`src/rtl/can_loader_pkg.sv`:
```
// rtl/can_loader_pkg.sv - command/response codes, loader state encoding and byte-count helper
package can_loader_pkg;

  localparam logic [7:0] CMD_LOADP = 8'h01;
  localparam logic [7:0] CMD_LOADD = 8'h02;
  localparam logic [7:0] CMD_RUN   = 8'h03;
  localparam logic [7:0] CMD_DUMP  = 8'h04;

  localparam logic [7:0] RSP_OK      = 8'hA5;
  localparam logic [7:0] RSP_BADCMD  = 8'hEE;
  localparam logic [7:0] RSP_TIMEOUT = 8'hEF;
  localparam logic [7:0] RSP_CSUM    = 8'hEC;

  typedef enum logic [3:0] {
    ST_IDLE,
    ST_ADDR,
    ST_PAYLOAD,
    ST_CSUM,
    ST_WRITE,
    ST_RUN,
    ST_WAIT,
    ST_READ,
    ST_SEND,
    ST_RESP
  } state_e;

  function automatic int bytes_for(input int width);
    return (width + 7) / 8;
  endfunction

endpackage

```
`src/rtl/can_loader_shiftreg.sv`:
```
// rtl/can_loader_shiftreg.sv - byte-in/byte-out word shift register with byte counter
module can_loader_shiftreg #(
  parameter int NBYTES = 64,
  parameter int CW     = $clog2(NBYTES + 1)
) (
  input  logic                  clock_i,
  input  logic                  reset_i,
  input  logic                  clear_i,
  input  logic                  load_i,
  input  logic [NBYTES*8-1:0]   word_i,
  input  logic                  shift_in_i,
  input  logic [7:0]            byte_i,
  input  logic                  shift_out_i,
  output logic [NBYTES*8-1:0]   word_o,
  output logic [7:0]            byte_o,
  output logic [CW-1:0]         cnt_o
);
  localparam int W = NBYTES * 8;

  logic [W-1:0]  word_q, word_d;
  logic [CW-1:0] cnt_q, cnt_d;

  // Bytes enter at the top, so after N shifts the LSB-first word sits in the top N lanes.
  always_comb begin
    word_d = word_q;
    cnt_d  = cnt_q;
    if (clear_i) begin
      cnt_d = '0;
    end else if (load_i) begin
      word_d = word_i;
      cnt_d  = '0;
    end else if (shift_in_i) begin
      word_d = {byte_i, word_q[W-1:8]};
      cnt_d  = cnt_q + 1'b1;
    end else if (shift_out_i) begin
      word_d = {8'h00, word_q[W-1:8]};
      cnt_d  = cnt_q + 1'b1;
    end
  end

  always_ff @(posedge clock_i) begin
    if (reset_i) begin
      word_q <= '0;
      cnt_q  <= '0;
    end else begin
      word_q <= word_d;
      cnt_q  <= cnt_d;
    end
  end

  assign word_o = word_q;
  assign byte_o = word_q[7:0];
  assign cnt_o  = cnt_q;

endmodule

```
`src/rtl/can_core_loader.sv`:
```
// rtl/can_core_loader.sv - host byte-stream loader/runner for CanCore memories;
// CAN_LOADER_CHECKSUM_EN adds an XOR checksum byte and a response to every LOAD.
module can_core_loader
  import can_loader_pkg::*;
#(
  parameter int PROG_ADDR_W  = 7,
  parameter int PROG_DATA_W  = 20,
  parameter int DATA_ADDR_W  = 4,
  parameter int DATA_DATA_W  = 512,
  parameter int READ_LATENCY = 1,
  parameter int RUN_TIMEOUT  = 0
) (
  input  logic                   clock,
  input  logic                   reset,
  input  logic                   io_in_valid,
  output logic                   io_in_ready,
  input  logic [7:0]             io_in_bits,
  output logic                   io_out_valid,
  input  logic                   io_out_ready,
  output logic [7:0]             io_out_bits,
  output logic                   io_busy,
  output logic                   io_take,
  input  logic                   io_halted,
  output logic                   io_programMemory_write_en,
  output logic [PROG_ADDR_W-1:0] io_programMemory_write_addr,
  output logic [PROG_DATA_W-1:0] io_programMemory_write_data,
  output logic                   io_dataMemory_write_en,
  output logic [DATA_ADDR_W-1:0] io_dataMemory_write_addr,
  output logic [DATA_DATA_W-1:0] io_dataMemory_write_data,
  output logic [DATA_ADDR_W-1:0] io_dataMemory_read_addr,
  input  logic [DATA_DATA_W-1:0] io_dataMemory_read_data
);
  localparam int NB_P   = bytes_for(PROG_DATA_W);
  localparam int NB_D   = bytes_for(DATA_DATA_W);
  localparam int NB_MAX = (NB_P > NB_D) ? NB_P : NB_D;
  localparam int SR_W   = NB_MAX * 8;
  localparam int CW     = $clog2(NB_MAX + 1);
  localparam int AW     = (PROG_ADDR_W > DATA_ADDR_W) ? PROG_ADDR_W : DATA_ADDR_W;
  localparam int LW     = $clog2(READ_LATENCY + 1);
  localparam logic [CW-1:0] LAST_P       = CW'(NB_P - 1);
  localparam logic [CW-1:0] LAST_D       = CW'(NB_D - 1);
  localparam logic [LW-1:0] RD_LAST      = LW'(READ_LATENCY);
  localparam logic [31:0]   TIMEOUT_LAST = 32'(RUN_TIMEOUT - 1);

  state_e                 state_q, state_d;
  logic                   is_data_q, is_data_d;
  logic                   is_dump_q, is_dump_d;
  logic [AW-1:0]          addr_q, addr_d;
  logic [DATA_ADDR_W-1:0] rd_addr_q, rd_addr_d;
  logic [7:0]             rsp_q, rsp_d;
  logic [LW-1:0]          rd_cnt_q, rd_cnt_d;
  logic [31:0]            wait_cnt_q, wait_cnt_d;
`ifdef CAN_LOADER_CHECKSUM_EN
  logic [7:0]             csum_q, csum_d;
`endif

  logic            in_fire;
  logic            sr_clear, sr_load, sr_shift_in, sr_shift_out;
  logic [SR_W-1:0] sr_word, load_word;
  logic [7:0]      sr_byte;
  logic [CW-1:0]   sr_cnt;

  always_comb begin
    load_word = '0;
    load_word[DATA_DATA_W-1:0] = io_dataMemory_read_data;
  end

  can_loader_shiftreg #(.NBYTES(NB_MAX), .CW(CW)) u_shiftreg (
    .clock_i     (clock),
    .reset_i     (reset),
    .clear_i     (sr_clear),
    .load_i      (sr_load),
    .word_i      (load_word),
    .shift_in_i  (sr_shift_in),
    .byte_i      (io_in_bits),
    .shift_out_i (sr_shift_out),
    .word_o      (sr_word),
    .byte_o      (sr_byte),
    .cnt_o       (sr_cnt)
  );

  assign io_in_ready = (state_q == ST_IDLE) || (state_q == ST_ADDR) ||
                       (state_q == ST_PAYLOAD) || (state_q == ST_CSUM);
  assign in_fire     = io_in_valid && io_in_ready;

  always_comb begin
    state_d      = state_q;
    is_data_d    = is_data_q;
    is_dump_d    = is_dump_q;
    addr_d       = addr_q;
    rd_addr_d    = rd_addr_q;
    rsp_d        = rsp_q;
    rd_cnt_d     = rd_cnt_q;
    wait_cnt_d   = wait_cnt_q;
    sr_clear     = 1'b0;
    sr_load      = 1'b0;
    sr_shift_in  = 1'b0;
    sr_shift_out = 1'b0;
`ifdef CAN_LOADER_CHECKSUM_EN
    csum_d       = csum_q;
`endif
    case (state_q)
      ST_IDLE: if (in_fire) begin
        is_data_d = (io_in_bits == CMD_LOADD);
        is_dump_d = (io_in_bits == CMD_DUMP);
        case (io_in_bits)
          CMD_LOADP, CMD_LOADD, CMD_DUMP: state_d = ST_ADDR;
          CMD_RUN:                        state_d = ST_RUN;
          default: begin
            rsp_d   = RSP_BADCMD;
            state_d = ST_RESP;
          end
        endcase
      end
      ST_ADDR: if (in_fire) begin
        addr_d   = io_in_bits[AW-1:0];
        sr_clear = 1'b1;
`ifdef CAN_LOADER_CHECKSUM_EN
        csum_d   = io_in_bits;
`endif
        if (is_dump_q) begin
          rd_addr_d = io_in_bits[DATA_ADDR_W-1:0];
          rd_cnt_d  = '0;
          state_d   = ST_READ;
        end else begin
          state_d = ST_PAYLOAD;
        end
      end
      ST_PAYLOAD: if (in_fire) begin
        sr_shift_in = 1'b1;
`ifdef CAN_LOADER_CHECKSUM_EN
        csum_d = csum_q ^ io_in_bits;
        if (sr_cnt == (is_data_q ? LAST_D : LAST_P)) state_d = ST_CSUM;
`else
        if (sr_cnt == (is_data_q ? LAST_D : LAST_P)) state_d = ST_WRITE;
`endif
      end
`ifdef CAN_LOADER_CHECKSUM_EN
      ST_CSUM: if (in_fire) begin
        if (io_in_bits == csum_q) begin
          state_d = ST_WRITE;
        end else begin
          rsp_d   = RSP_CSUM;
          state_d = ST_RESP;
        end
      end
      ST_WRITE: begin
        rsp_d   = RSP_OK;
        state_d = ST_RESP;
      end
`else
      ST_WRITE: state_d = ST_IDLE;
`endif
      ST_RUN: begin
        wait_cnt_d = '0;
        state_d    = ST_WAIT;
      end
      // The first two WAIT cycles ignore io_halted, which may still show the previous run.
      ST_WAIT: begin
        if (wait_cnt_q != '1) wait_cnt_d = wait_cnt_q + 32'd1;
        if ((wait_cnt_q >= 32'd2) && io_halted) begin
          rsp_d   = RSP_OK;
          state_d = ST_RESP;
        end else if ((RUN_TIMEOUT > 0) && (wait_cnt_q == TIMEOUT_LAST)) begin
          rsp_d   = RSP_TIMEOUT;
          state_d = ST_RESP;
        end
      end
      ST_READ: begin
        if (rd_cnt_q == RD_LAST) begin
          sr_load = 1'b1;
          state_d = ST_SEND;
        end else begin
          rd_cnt_d = rd_cnt_q + 1'b1;
        end
      end
      ST_SEND: if (io_out_ready) begin
        sr_shift_out = 1'b1;
        if (sr_cnt == LAST_D) state_d = ST_IDLE;
      end
      ST_RESP: if (io_out_ready) state_d = ST_IDLE;
      default: state_d = ST_IDLE;
    endcase
  end

  always_ff @(posedge clock) begin
    if (reset) begin
      state_q    <= ST_IDLE;
      is_data_q  <= 1'b0;
      is_dump_q  <= 1'b0;
      addr_q     <= '0;
      rd_addr_q  <= '0;
      rsp_q      <= '0;
      rd_cnt_q   <= '0;
      wait_cnt_q <= '0;
`ifdef CAN_LOADER_CHECKSUM_EN
      csum_q     <= '0;
`endif
    end else begin
      state_q    <= state_d;
      is_data_q  <= is_data_d;
      is_dump_q  <= is_dump_d;
      addr_q     <= addr_d;
      rd_addr_q  <= rd_addr_d;
      rsp_q      <= rsp_d;
      rd_cnt_q   <= rd_cnt_d;
      wait_cnt_q <= wait_cnt_d;
`ifdef CAN_LOADER_CHECKSUM_EN
      csum_q     <= csum_d;
`endif
    end
  end

  assign io_busy      = (state_q != ST_IDLE);
  assign io_take      = (state_q == ST_RUN);
  assign io_out_valid = (state_q == ST_SEND) || (state_q == ST_RESP);
  assign io_out_bits  = (state_q == ST_SEND) ? sr_byte : rsp_q;

  assign io_programMemory_write_en   = (state_q == ST_WRITE) && !is_data_q;
  assign io_programMemory_write_addr = addr_q[PROG_ADDR_W-1:0];
  assign io_programMemory_write_data = sr_word[(NB_MAX-NB_P)*8 +: PROG_DATA_W];
  assign io_dataMemory_write_en      = (state_q == ST_WRITE) && is_data_q;
  assign io_dataMemory_write_addr    = addr_q[DATA_ADDR_W-1:0];
  assign io_dataMemory_write_data    = sr_word[(NB_MAX-NB_D)*8 +: DATA_DATA_W];
  assign io_dataMemory_read_addr     = rd_addr_q;

endmodule

```
`config.mk`:
```
export PLATFORM = sky130hd
export DESIGN_NAME = can_core_loader
export DESIGN_NICKNAME = d
export VERILOG_FILES = /design/src/rtl/can_loader_pkg.sv /design/src/rtl/can_loader_shiftreg.sv /design/src/rtl/can_core_loader.sv
export SDC_FILE = /design/constraint.sdc
export NUM_CORES = 1
export LEC_CHECK = 0
export ABC_AREA = 1
export BUFFER_PORTS_ARGS = -buffer_cell sky130_fd_sc_hd__buf_4
export CORE_AREA = 2 2 419 421
export DETAILED_ROUTE_END_ITERATION = 10
export DIE_AREA = 0 0 421 423
export SLEW_MARGIN = 0
export SYNTH_ARGS = -nofsm -noshare
export SYNTH_HDL_FRONTEND = slang
export SYNTH_HIERARCHICAL = 1
export SYNTH_SLANG_ARGS = --single-unit
```
`constraint.sdc`:
```
create_clock -name clock -period 2.3 [get_ports clock]
set_input_delay 0.345 -clock clock [delete_from_list [all_inputs] [get_ports clock]]
set_output_delay 0.345 -clock clock [all_outputs]
set_load 0.02 [all_outputs]
```
=== Word-level counts from Yosys, hierarchy flattened ===
Index checks and enable logic that the tools add are counted.

* Flip-flop bits (word level): 577
* Logic and storage cells: 106

* $add $sub $neg: 3
* Magnitude comparators: 1
* Eq/ne operators: 28
* Muxes and demuxes: 36
* Bitwise gates (word level): 1
* Reductions and logical operators: 27

{| class="wikitable"
|+ Operator list
! kind !! number
|-
| $mux W512 || 3
|-
| $pmux W32 S2 || 1
|-
| $mux W4 || 9
|-
| $add A32 B1 Y32 const B || 1
|-
| $ge A32 B2 Y1 const B || 1
|-
| $mux W32 || 1
|-
| $mux W8 || 4
|-
| $ne A32 B32 Y1 const B || 1
|-
| $pmux W4 S8 || 1
|-
| $ne A2 B2 Y1 const B || 11
|-
| $eq A4 B3 Y1 const B || 4
|-
| $eq A8 B2 Y1 const B || 2
|-
| $pmux W8 S2 || 1
|-
| $mux W7 || 2
|-
| $mux W1 || 10
|-
| $reduce_and A9 Y1 || 1
|-
| $eq A4 B2 Y1 const B || 2
|-
| $eq A4 B4 Y1 const B || 2
|-
| $eq A8 B1 Y1 const B || 1
|-
| $eq A8 B3 Y1 const B || 1
|-
| $pmux W4 S2 || 1
|-
| $reduce_and A2 Y1 || 4
|-
| $reduce_bool A2 Y1 || 4
|-
| $add A7 B1 Y7 const B || 1
|-
| other kinds (19) || 27
|}

=== Logic depth before layout (Yosys ltp) ===
* Word-level depth: 9
* Mapped depth: 13
* Gate-level depth less buffers: 12

=== Cells and area by module ===
The synthesis kept the hierarchy.

{| class="wikitable"
|+ Modules (own cells, without submodules)
! module !! instances !! cells an instance !! area an instance (um^2)
|-
| can_loader_shiftreg || 1 || 4455 || 26151.3
|-
| can_core_loader || 1 || 559 || 3573.4
|}

=== Worst setup path after synthesis ===
Ideal clock, no wire load.

* Path type: flip-flop to flip-flop
* From: register state_q[3]
* To: register u_shiftreg.word_q[215], in the netlist u_shiftreg/word_o[215]
* Library setup time: 64 ps
* Arrival: 1997 ps
* Data required time: 2236 ps
* Path slack: 239 ps
* Stages on the path, launching flop included: 12
* Cells stage by stage: dfxtp_1 -> nor2_2 -> nand2_1 -> nor2_1 -> buf_2 -> inv_1 -> o21ai_2 -> buf_4 -> buf_4 -> buf_4 -> nor2_1 -> nor2_1

* Cells in the longest elaborated chain, start to end: 9
* Elaborated cells on any way between the ends: 20

{| class="wikitable"
|+ RTL lines
! what !! line !! text
|-
| from (decl) || can_core_loader.sv:45 || <nowiki>state_e state_q, state_d;</nowiki>
|-
| from (signal assigned) || can_core_loader.sv:200 || <nowiki>state_q <= state_d;</nowiki>
|-
| $eq A4 B1 Y1 or $logic_not A4 Y1 (tied branches) || can_core_loader.sv:82 || <nowiki>assign io_in_ready = (state_q == ST_IDLE) || (state_q == ST_ADDR) ||</nowiki>
|-
| $logic_or A1 B1 Y1 (2 in series) || can_core_loader.sv:82 ||
|-
| $logic_or A1 B1 Y1 (*) || can_core_loader.sv:83 || <nowiki>(state_q == ST_PAYLOAD) || (state_q == ST_CSUM);</nowiki>
|-
| named net io_in_ready || can_core_loader.sv:16 || <nowiki>output logic io_in_ready,</nowiki>
|-
| $logic_and A1 B1 Y1 (*) || can_core_loader.sv:84 || <nowiki>assign in_fire = io_in_valid && io_in_ready;</nowiki>
|-
| $mux W1 (*) || can_core_loader.sv:115 || <nowiki>ST_ADDR: if (in_fire) begin</nowiki>
|-
| $mux W1 (*) || can_core_loader.sv:102 || <nowiki>case (state_q)</nowiki>
|-
| named net sr_clear || can_core_loader.sv:58 || <nowiki>logic sr_clear, sr_load, sr_shift_in, sr_shift_out;</nowiki>
|-
| $not A1 Y1 (no source line) (*) || -- ||
|-
| $reduce_and A2 Y1 (no source line) (*) || -- ||
|-
| to (signal assigned) || can_loader_shiftreg.sv:46 || <nowiki>word_q <= word_d;</nowiki>
|-
| to (decl) || can_loader_shiftreg.sv:20 || <nowiki>logic [W-1:0] word_q, word_d;</nowiki>
|}

The timed path passes the listed nets; every way through them passes the cells marked *.
A chain may end at the register's enable or synchronous reset.

=== Worst setup path in the final report ===
* From: register state_q[3]
* To: register u_shiftreg.word_q[487], in the netlist u_shiftreg/word_o[487]

* Elaborated cells on any way between the ends: 20

{| class="wikitable"
|+ RTL lines
! what !! line
|-
| $eq A4 B3 Y1 (*) || can_core_loader.sv:102
|-
| $mux W1 (*) || can_core_loader.sv:102
|-
| named net sr_load || can_core_loader.sv:58
|-
| $reduce_bool A3 Y1 (no source line) || --
|-
| $reduce_and A2 Y1 (no source line) || --
|}

Marked as above.

==> results.tsv <==
stage	metric	value	unit
layout	fin_cells	8910	
floorplanning	rows	153	
placed_design	postPlaceCellArea	41300	um2
yosys	synth_cell_type_count	35	
sta	whs	0.0660	ns
layout	finalInstanceArea	48700	um2
drt	first_pass_iters	6	
critical_path	arrival	2.83	ns
layout	nNetsFinal	7031	
yosys	ys_seq_area_frac	0.385	
drt	routedWlPerCell	19.4	um
critical_path	cp-start-kind	flop	
critical_path	cp_max_fo	29	
global_routing	grt_pass1_vias	34000	
global_routing	grt_usage	0.185	
floorplanning	die_x	421	um
layout	num-fill-cells	19200	
power_and_ir_drop	ir_drop	0.573	mV
sta	finClkSkew	0.0174	ns
power_and_ir_drop	power.density	1190	nW/um2
sta	finalCriticalPeriod	2.21	ns
yosys	synthesis.area	29700	um2
floorplanning	coreArea	173000	um2
clocking	cts_tree	built	
sta	setup_viol	0	
layout	layout-drive-gt1-share	0.234	
critical_path	required	2.92	ns
power_and_ir_drop	p_leak	25.0	nW
drt	routed_wl	173000	um
critical_path	worstSetupPathType	reg2reg	
drt	detail-route-antenna-nets	0	
critical_path	worstSetupEndpointType	flop	
job	cap_violations	0	
yosys	syn_inst	5014	
global_routing	antenna_found_initial	43	
yosys	syn_nets	5542	
clocking	cts_inserted_buffers	82	
drt	via_per_inst	4.07	
global_routing	grt-busiest-layer	met2	
yosys	synth_seq_cells	572	
floorplanning	start_util	0.172	
placed_design	gp_congestion	0.997	
drt	drtIter0Drc	2838	
sta	final_hold_viol_count	0	
clocking	path_clk_slew	0.06	ns
clocking	clk_latency	0.69	ns
yosys	synth_area_leaders	dfxtp_1, nand2_1, nor2_1	
clocking	clkSinkCount	572	
floorplanning	die-area	178000	um2
layout	syn2layout_area_growth	63.8	%
yosys	synth_top_area_share	0.385	
global_routing	met2_usage	0.312	
global_routing	overflow	0	
placed_design	place_ws	-0.307	ns
min_path	hold_depth	5	
yosys	yosysTopAreaCell	dfxtp_1	
global_routing	grt_first_pass_wirelength	240000	um
drt	vias	36200	
sta	fin_ws	0.0906	ns
global_routing	met3_usage	0.0560	
sta	maxSlewViolCount	0	
critical_path	ff2ff_path_depth	11	
sta	max_freq	0.453	GHz
floorplanning	ios	1086	
critical_path	rrSetupSlack	0.09	ns
floorplanning	chipHeight	423	um
run_status	status	completed	
placed_design	port_buffers	1085	
sta	fin_crit_sh	0.961	
clocking	cts_max_path_buffers	3	
min_path	hp-class	in2reg	
global_routing	grt_max_degree	73	
clocking	htreeDepth	3	
global_routing	grtUsageMet1	0.217	
placed_design	dp_hpwl	138000	um
sta	slew-limit-headroom	0.503	
sta	tightest_slew	0.737	ns
drt	post-route-drc-count	0	
placed_design	dp_cells	8315	
yosys	yosys_warnings	6	
clocking	cts-root-buf	clkbuf_16	
yosys	syn_area_per_cell	5.93	um2
## sequential cells by signal (all words and copies together) (netlist names)
register / count
state_q: 4
wait_cnt_q: 32
u_shiftreg/cnt_o: 7
io_programMemory_write_addr: 7
rsp_q: 3
io_dataMemory_read_addr: 4
u_shiftreg/word_o: 512
rd_cnt_q: 1
is_data_q: 1
is_dump_q: 1
## critical path: stages (launching register included)
cell	delay, ns
dfxtp_2	0.39
inv_1	0.08
nand2_1	0.11
nor2_2	0.05
nand2_1	0.11
nor2_4	0.07
buf_12	0.15
buf_4	0.14
buf_12	0.15
o21ai_0	0.61
nor2_1	0.14
nor2_1	0.13
## final cells by class
class	count	area [um2]	share of cell area
Antenna cell	20	50.0	0.00103
Clock buffer	118	2450	0.0503
Clock inverter	28	379	0.00778
Inverter	591	2230	0.0458
Multi-Input combinational cell	3525	14500	0.297
Sequential cell	572	11500	0.235
Tap cell	2325	2910	0.0597
Timing Repair Buffer	1731	14800	0.303
## what timing repair did
action	in CTS	in global routing
pin swaps	4	2
gates resized for setup	19	27
buffers inserted	8	1
hold buffers	416	0
endpoints found under the setup margin	456	348
hold endpoints to repair	425	0
gates cloned	3	1
## report_power, final
part	internal [mW]	switching [mW]	leakage, nW
combinational	10.6	18.3	19.0
sequential	13.0	2.39	4.66
clock	8.27	5.31	1.40
total	31.9	26.0	25.0
## placed cells by master (no fill, tap or decap), types with 4 or more instances in the layout
master	n
a211oi_1	5
a21oi_1	32
a21oi_2	8
buf_12	43
buf_4	1257
buf_6	7
bufinv_16	8
clkbuf_1	11
clkbuf_16	84
clkbuf_8	24
clkinv_2	9
clkinv_4	4
dfxtp_1	568
diode_2	20
dlygate4sd3_1	416
inv_1	578
inv_2	11
inv_6	6
nand2_1	1687
nand2_2	16
nand2_4	4
nand3_1	42
nand3_2	11
nand4_1	12
nor2_1	1131
nor2_2	7
nor2_4	11
nor3_1	19
nor3_2	5
o21ai_0	518
o21ai_1	5
## Yosys cell counts (all sizes together)
library cell  instances
a211oi                5
a21o                  1
a21oi                40
buf                 193
clkbuf              133
dfxtp               572
ha                    3
inv                 591
nand2              1708
nand3                53
nand4                12
nor2               1149
nor3                 26
nor3b                 1
nor4                  1
o21ai               524
xor2                  2
## layer usage
metal | up-vias | share of wire
met5 | - | 0.000075
met4 | 2 | 0.041
met3 | 292 | 0.080
met2 | 1247 | 0.48
met1 | 16700 | 0.40
li1 | 18000 | -
## cells by family after synthesis
| family | synth area share |
|---|---|
| simple gates | 0.384 |
| buf+inv | 0.131 |
| flops | 0.385 |
| compound gates | 0.0976 |
| fa+ha+maj | 0.00126 |
| xor+xnor | 0.000589 |
## path summary, 6_finish.rpt
| check | start | to |
|---|---|---|
| setup reg to reg | state_q[3] | u_shiftreg/word_o[487] |
| hold / removal | io_dataMemory_read_data[159] | u_shiftreg/word_o[159] |
| hold reg to reg | rsp_q[5] | rsp_q[5] |
| setup / recovery | state_q[3] | u_shiftreg/word_o[487] |
## stage by stage
stage                     utilization  power (mW)  setup TNS, ns
final                           0.281        57.9              0
after global routing            0.281        61.9        -0.0157
after CTS                       0.280        58.5       -0.00216
after detailed placement        0.238        43.5         -33.86
after global placement          0.238        43.4         -21.39
after floorplan                     -        30.5              0
Note: power is estimated with default switching activity, not from simulation.
